==> config.mk <==
export PLATFORM = sky130hd
export DESIGN_NAME = tmr_fault_mgr
export DESIGN_NICKNAME = d
export VERILOG_FILES = /design/src/rtl/tmr_fault_mgr.sv
export SDC_FILE = /design/constraint.sdc
export NUM_CORES = 1
export LEC_CHECK = 0
export ABC_AREA = 1
export CORE_MARGIN = 2
export CORE_UTILIZATION = 40
export DETAILED_ROUTE_END_ITERATION = 12
export SLEW_MARGIN = 15
export SYNTH_ARGS = -nofsm -noshare
export SYNTH_HDL_FRONTEND = slang
export SYNTH_SLANG_ARGS = --single-unit
==> constraint.sdc <==
create_clock -name clk -period 4.6 [get_ports clk]
set_input_delay 0.92 -clock clk [delete_from_list [all_inputs] [get_ports clk]]
set_output_delay 0.92 -clock clk [all_outputs]
set_load 0.1 [all_outputs]
==> src/rtl/tmr_fault_mgr.sv <==
// Triple-modular-redundancy voter with fault masking, resynchronisation handshake
// and recovery qualification; the FSM state is exported on `state` for observability.
module tmr_fault_mgr #(
    parameter int WIDTH        = 8,
    parameter int CNT_W        = 8,
    parameter int FAULT_THRESH = 4,
    parameter int RECOVER_LEN  = 2
) (
    input  logic             clk,
    input  logic             rst_n,
    input  logic             valid_in,
    input  logic [WIDTH-1:0] a,
    input  logic [WIDTH-1:0] b,
    input  logic [WIDTH-1:0] c,
    input  logic             resync_ack,
    input  logic             clr_cnt,
    output logic [WIDTH-1:0] y,
    output logic             y_valid,
    output logic [1:0]       fault_id,
    output logic             resync_req,
    output logic             unc_err,
    output logic [1:0]       state,
    output logic [CNT_W-1:0] err_cnt_a,
    output logic [CNT_W-1:0] err_cnt_b,
    output logic [CNT_W-1:0] err_cnt_c
);

    typedef enum logic [1:0] {
        ST_NORMAL   = 2'd0,
        ST_DEGRADED = 2'd1,
        ST_RECOVER  = 2'd2,
        ST_FAIL     = 2'd3
    } state_t;

    localparam logic [3:0] THR = 4'(FAULT_THRESH);
    localparam logic [3:0] RLN = 4'(RECOVER_LEN);

    state_t           cur;
    logic [3:0]       streak     [0:2];
    logic [3:0]       streak_nxt [0:2];
    logic [CNT_W-1:0] err        [0:2];
    logic [3:0]       rec_cnt;

    logic [WIDTH-1:0] maj;
    logic [WIDTH-1:0] h0;
    logic [WIDTH-1:0] h1;
    logic [WIDTH-1:0] ref_val;
    logic             agree;
    logic [2:0]       mis;
    logic [2:0]       hit;
    logic [1:0]       hit_id;
    logic             masked_mis;
    logic             sample_ok;

    assign state     = cur;
    assign err_cnt_a = err[0];
    assign err_cnt_b = err[1];
    assign err_cnt_c = err[2];

    // Handshake: valid_in qualifies a/b/c for one cycle (no backpressure);
    // y_valid pulses for one cycle when y carries a freshly voted sample.
    always_comb begin
        maj = (a & b) | (b & c) | (a & c);
        h0  = b;
        h1  = c;
        case (fault_id)
            2'd2:    begin h0 = a; h1 = c; end
            2'd3:    begin h0 = a; h1 = b; end
            default: begin h0 = b; h1 = c; end
        endcase
        agree   = (h0 == h1);
        ref_val = (cur == ST_NORMAL) ? maj : h0;
        mis     = {(c != ref_val), (b != ref_val), (a != ref_val)};
        // A sample is only scored when a trustworthy reference exists.
        sample_ok = valid_in &&
                    ((cur == ST_NORMAL) ||
                     (((cur == ST_DEGRADED) || (cur == ST_RECOVER)) && agree));
        hit = 3'b000;
        for (int i = 0; i < 3; i++) begin
            if (mis[i])
                streak_nxt[i] = (streak[i] == THR) ? THR : streak[i] + 4'd1;
            else
                streak_nxt[i] = 4'd0;
            hit[i] = (streak_nxt[i] == THR);
        end
        if (hit[0])      hit_id = 2'd1;
        else if (hit[1]) hit_id = 2'd2;
        else if (hit[2]) hit_id = 2'd3;
        else             hit_id = 2'd0;
        case (fault_id)
            2'd1:    masked_mis = mis[0];
            2'd2:    masked_mis = mis[1];
            2'd3:    masked_mis = mis[2];
            default: masked_mis = 1'b0;
        endcase
    end

    always_ff @(posedge clk or negedge rst_n) begin
        if (!rst_n) begin
            cur        <= ST_NORMAL;
            y          <= '0;
            y_valid    <= 1'b0;
            fault_id   <= 2'd0;
            resync_req <= 1'b0;
            unc_err    <= 1'b0;
            rec_cnt    <= 4'd0;
            for (int i = 0; i < 3; i++) begin
                streak[i] <= 4'd0;
                err[i]    <= '0;
            end
        end else begin
            y_valid <= 1'b0;

            for (int i = 0; i < 3; i++) begin
                if (clr_cnt)
                    err[i] <= '0;
                else if (sample_ok && mis[i] && (err[i] != {CNT_W{1'b1}}))
                    err[i] <= err[i] + CNT_W'(1);
                if (sample_ok)
                    streak[i] <= streak_nxt[i];
            end

            case (cur)
                ST_NORMAL: begin
                    if (valid_in) begin
                        y       <= maj;
                        y_valid <= 1'b1;
                        if (hit != 3'b000) begin
                            cur        <= ST_DEGRADED;
                            fault_id   <= hit_id;
                            resync_req <= 1'b1;
                        end
                    end
                end

                ST_DEGRADED: begin
                    if (valid_in && !agree) begin
                        cur        <= ST_FAIL;
                        unc_err    <= 1'b1;
                        resync_req <= 1'b0;
                    end else begin
                        if (valid_in) begin
                            y       <= h0;
                            y_valid <= 1'b1;
                        end
                        if (resync_ack && resync_req) begin
                            cur        <= ST_RECOVER;
                            resync_req <= 1'b0;
                            rec_cnt    <= 4'd0;
                        end
                    end
                end

                ST_RECOVER: begin
                    if (valid_in && !agree) begin
                        cur        <= ST_FAIL;
                        unc_err    <= 1'b1;
                        resync_req <= 1'b0;
                    end else if (valid_in) begin
                        y       <= h0;
                        y_valid <= 1'b1;
                        if (masked_mis) begin
                            cur        <= ST_DEGRADED;
                            resync_req <= 1'b1;
                        end else if (rec_cnt + 4'd1 == RLN) begin
                            // Re-admission: forget any history gathered while masked.
                            cur      <= ST_NORMAL;
                            fault_id <= 2'd0;
                            for (int i = 0; i < 3; i++)
                                streak[i] <= 4'd0;
                        end else begin
                            rec_cnt <= rec_cnt + 4'd1;
                        end
                    end
                end

                default: begin
                    resync_req <= 1'b0;
                end
            endcase
        end
    end

endmodule

==> impl_metrics.yaml <==
route:
  drt_wl_total_mm: 12.64
  drtIter0Drc: 364
  viasPerCell: 5.248
  wl_per_cell_um: 13.80
  detail-route-antenna-nets: 0
  dr.pass1.iters: 8
  vias: 4807
  drc: 0
critical_path:
  cp_data_arrival_time_ns: 3.54
  cp_slowest_stage_delay_ns: 0.58
  startpoint: "state[0]"
  path_class: "reg -> reg"
  r2r_cells: 15
  reg2reg_from: "state[0]"
  critPathBufInv: 2
  crit_chain: "inv_1 > ha_1 > inv_2 > nand3_2 > nand2_2 > nand2_1 > nand2_1 > nor2_1 > nand2_1 > nor2_2 > nor2_1 > nor2_4 > nand2_2 > nor3_4 > nor2_1"
  path_max_fanout: 12
  critPathSlowestCell: "ha_1"
  r2r-end: "streak[9]"
  critPathTopFamily: "simple AND/OR/NAND/NOR gates"
  critPathRequiredTime_ns: 4.77
  r2r_slack_ns: 1.23
  crit_path_start_kind: "flip-flop"
  crit_path_end_kind: "flip-flop"
power_and_ir_drop:
  total_power_w: 0.003436
  leakage_nw: 2.827
  powerDensity_mw_per_mm2: 610.9
  ir_drop_v: 0.0006429
yosys:
  synth_cell_types: 41
  syn_inst: 708
  synthXorXnorAreaFrac_pct: 3.717
  synth_nets: 753
  ys_ff_latch: 55
  synth_edf_count: 0
  synth_mux_area_share_pct: 2.549
  ys_seq_area_share_pct: 29.21
  synthArstFlopShare_pct: 100.0
  synth_adder_area_share_pct: 4.249
  yosys_warnings: 0
  syn_area_mm2: 0.004712
  yosys.area.top_type: "dfrtp_1"
  postSynthAreaPerCell_um2: 6.655
  synthTopCellsByArea: "dfrtp_1 (29%), nand2_1 (18%), nand3_1 (9.0%), inv_1 (6.5%), nor2_1 (4.8%)"
  synth_top_family_by_area: "simple AND/OR/NAND/NOR gates"
  synth.top_cell.area_share_pct: 29.21
  synthSimpleGateAreaFrac_pct: 42.25
  synth_flop_cell: "dfrtp_1"
  synth-compound-area-share_pct: 8.869
cts:
  cts_buffers: 5
  clkSlewWorstSetupHoldPaths_ns: 0.08
  cts_sinks: 55
  cts_setup_buffers: 0
  cts.repair.resized: 0
  clk_latency_ns: 0.30
  clk_path_buf_depth: 2
  cts_max_level: 2
  clockRootBuffer: "clkbuf_16"
  cts_tree: "yes"
  postCtsHoldBufs: 0
grt:
  antenna_found_initial: 0
  grt_max_degree: 36
  grt_pass1_vias: 4616
  grt_pass1_wl_mm: 21.20
  overflow: 0
  grtUsageTotal_pct: 20.36
flow_run:
  cap_viol_max_count: 0
sta:
  timing.final.crit_share_pct: 73.19
  hold_violations: 0
  rsz0062_at_grt: "no"
  slew_violations: 0
  worst-slew-pin-transition_ns: 0.9870
  setup_violations: 0
  skew_ns: 0.006555
  slew_headroom_pct: 34.00
  finalCriticalPeriod_ns: 3.367
  max_freq_mhz: 297.0
  tns_ns: 0
finish:
  antennaDiodeCount: 0
  area_growth_pct: 19.36
  fin_nets: 817
  final_layout_size_suffix_gt1_share_pct: 8.668
  design_area_mm2: 0.005624
place:
  dpl.hpwl_mm: 9.594
  placed_area_mm2: 0.005479
  place.gp.congestion: 0.9389
  portBuffers: 67
floorplanning:
  die_h_um: 112.5
  die_w_um: 112.5
  core_area_mm2: 0.01147
  io_pins: 68
  die-area_mm2: 0.01266
  start_util_pct: 41.09
  fp-row-count: 39
worst_hold_path:
  min_path_cells: 2
  hp-start: "unc_err"
  hp-class: "reg -> reg"
  hold_end: "unc_err"
status:
  status: "complete, no violations"
-- layout make-up --
| type | count | area, um^2 |
|---|---|---|
| flip-flops and latches | 55 | 1376 |
| repair buffers | 69 | 680.7 |
| clock buffers | 5 | 125.1 |
| fillers | 1179 | 5843 |
| well taps | 143 | 178.9 |
| clock inverters | 3 | 20.02 |
| inverters | 89 | 339.1 |
| multi-input cells | 552 | 2904 |
-- routing by layer --
metal | global-route usage, % | wire length [um] | up-vias | part of all wire (%)
li1 | - | - | 2421 | -
met1 | 27.13 | 5929 | 2244 | 47
met2 | 33.57 | 5861 | 119 | 46
met3 | 3.402 | 588 | 23 | 4.7
met4 | 7.073 | 262 | 0 | 2.1
met5 | 0 | 0 | - | 0
-- cell usage after synthesis, types with 2 or more instances --
master,instances
nor2_1,60
clkbuf_1,2
dfrtp_1,55
nand3_4,2
nor2_4,2
o31ai_1,6
nor2_2,4
nand2_4,4
buf_6,5
nand2_2,15
o21ai_0,39
nand2_1,222
nor3_2,2
ha_1,16
o21ai_1,7
nand3_1,85
nand3_2,9
inv_1,82
a21oi_1,14
o2111ai_1,3
inv_2,5
mux2_4,8
buf_4,2
a31oi_1,2
xnor2_1,5
xor2_1,15
nor3_1,15
nand4_1,8
buf_2,2
-- worst register-to-register path: stages, from the launching register on --
cell	delay, ns
dfrtp_1	0.45
inv_1	0.11
ha_1	0.58
inv_2	0.34
nand3_2	0.25
nand2_2	0.12
nand2_1	0.07
nand2_1	0.05
nor2_1	0.15
nand2_1	0.08
nor2_2	0.20
nor2_1	0.12
nor2_4	0.13
nand2_2	0.09
nor3_4	0.39
nor2_1	0.10
-- power breakdown --
part	total (W)	internal (W)	switching, W
logic	0.00228	0.000683	0.00159
clock network	0.000388	0.000201	0.000187
registers	0.000771	0.000620	0.000151
-- state kept, by name (all words and copies together) (netlist names), 2 cells and up --
signal and cells:
streak 12, err_cnt_b 8, err_cnt_c 8, state 2
err_cnt_a 8, fault_id 2, rec_cnt 4, y 8
-- metrics by stage --
stage | utilization [%] | cells | setup slack, ns | hold WS, ns
6_report | 49.05 | 916 | 1.233 | 0.4707
5_1_grt | 49.05 | 916 | 0.8914 | 0.4942
4_1_cts | 49.05 | 916 | 1.199 | 0.4723
3_5_place_dp | 47.78 | 908 | 1.002 | 0.4538
3_3_place_gp | 47.78 | 908 | 1.045 | 0.4472
2_1_floorplan | - | 708 | 1.574 | 0.4625
-- cells in the final DEF (no fill, tap or decap), types with 6 or more instances in the layout --
master and count:
nand2_1 222, nand3_1 85, inv_1 82, clkdlybuf4s50_1 66, nor2_1 60, dfrtp_1 55, o21ai_0 39, ha_1 16
xor2_1 15, nand2_2 15, nor3_1 15, a21oi_1 14, nand3_2 9, nand4_1 8, mux2_4 8, o21ai_1 7
o31ai_1 6
-- cell families (layout without fill, tap and decap cells) --
| kind of cell | after synthesis | count (layout) |
|---|---|---|
| AND/OR/NAND/NOR | 433 | 433 |
| buffers and inverters | 101 | 166 |
| AO/OA/AOI/OAI | 75 | 75 |
| flip-flops | 55 | 55 |
| XOR/XNOR | 20 | 20 |
| adder cells (fa/ha/maj) | 16 | 16 |
| multiplexers | 8 | 8 |
-- worst max path at each step --
| stage | to | slack [ns] | cells past startpoint |
|---|---|---|---|
| after global placement | streak[7] | 1.04 | 16 |
| after global routing | streak[10] | 0.89 | 15 |
| after floorplan | streak[9] | 1.57 | 18 |
| after CTS | streak[9] | 1.20 | 15 |
| final | streak[9] | 1.23 | 15 |
| after detailed placement | streak[3] | 1.00 | 16 |
Note: power is estimated with default switching activity, not from simulation.
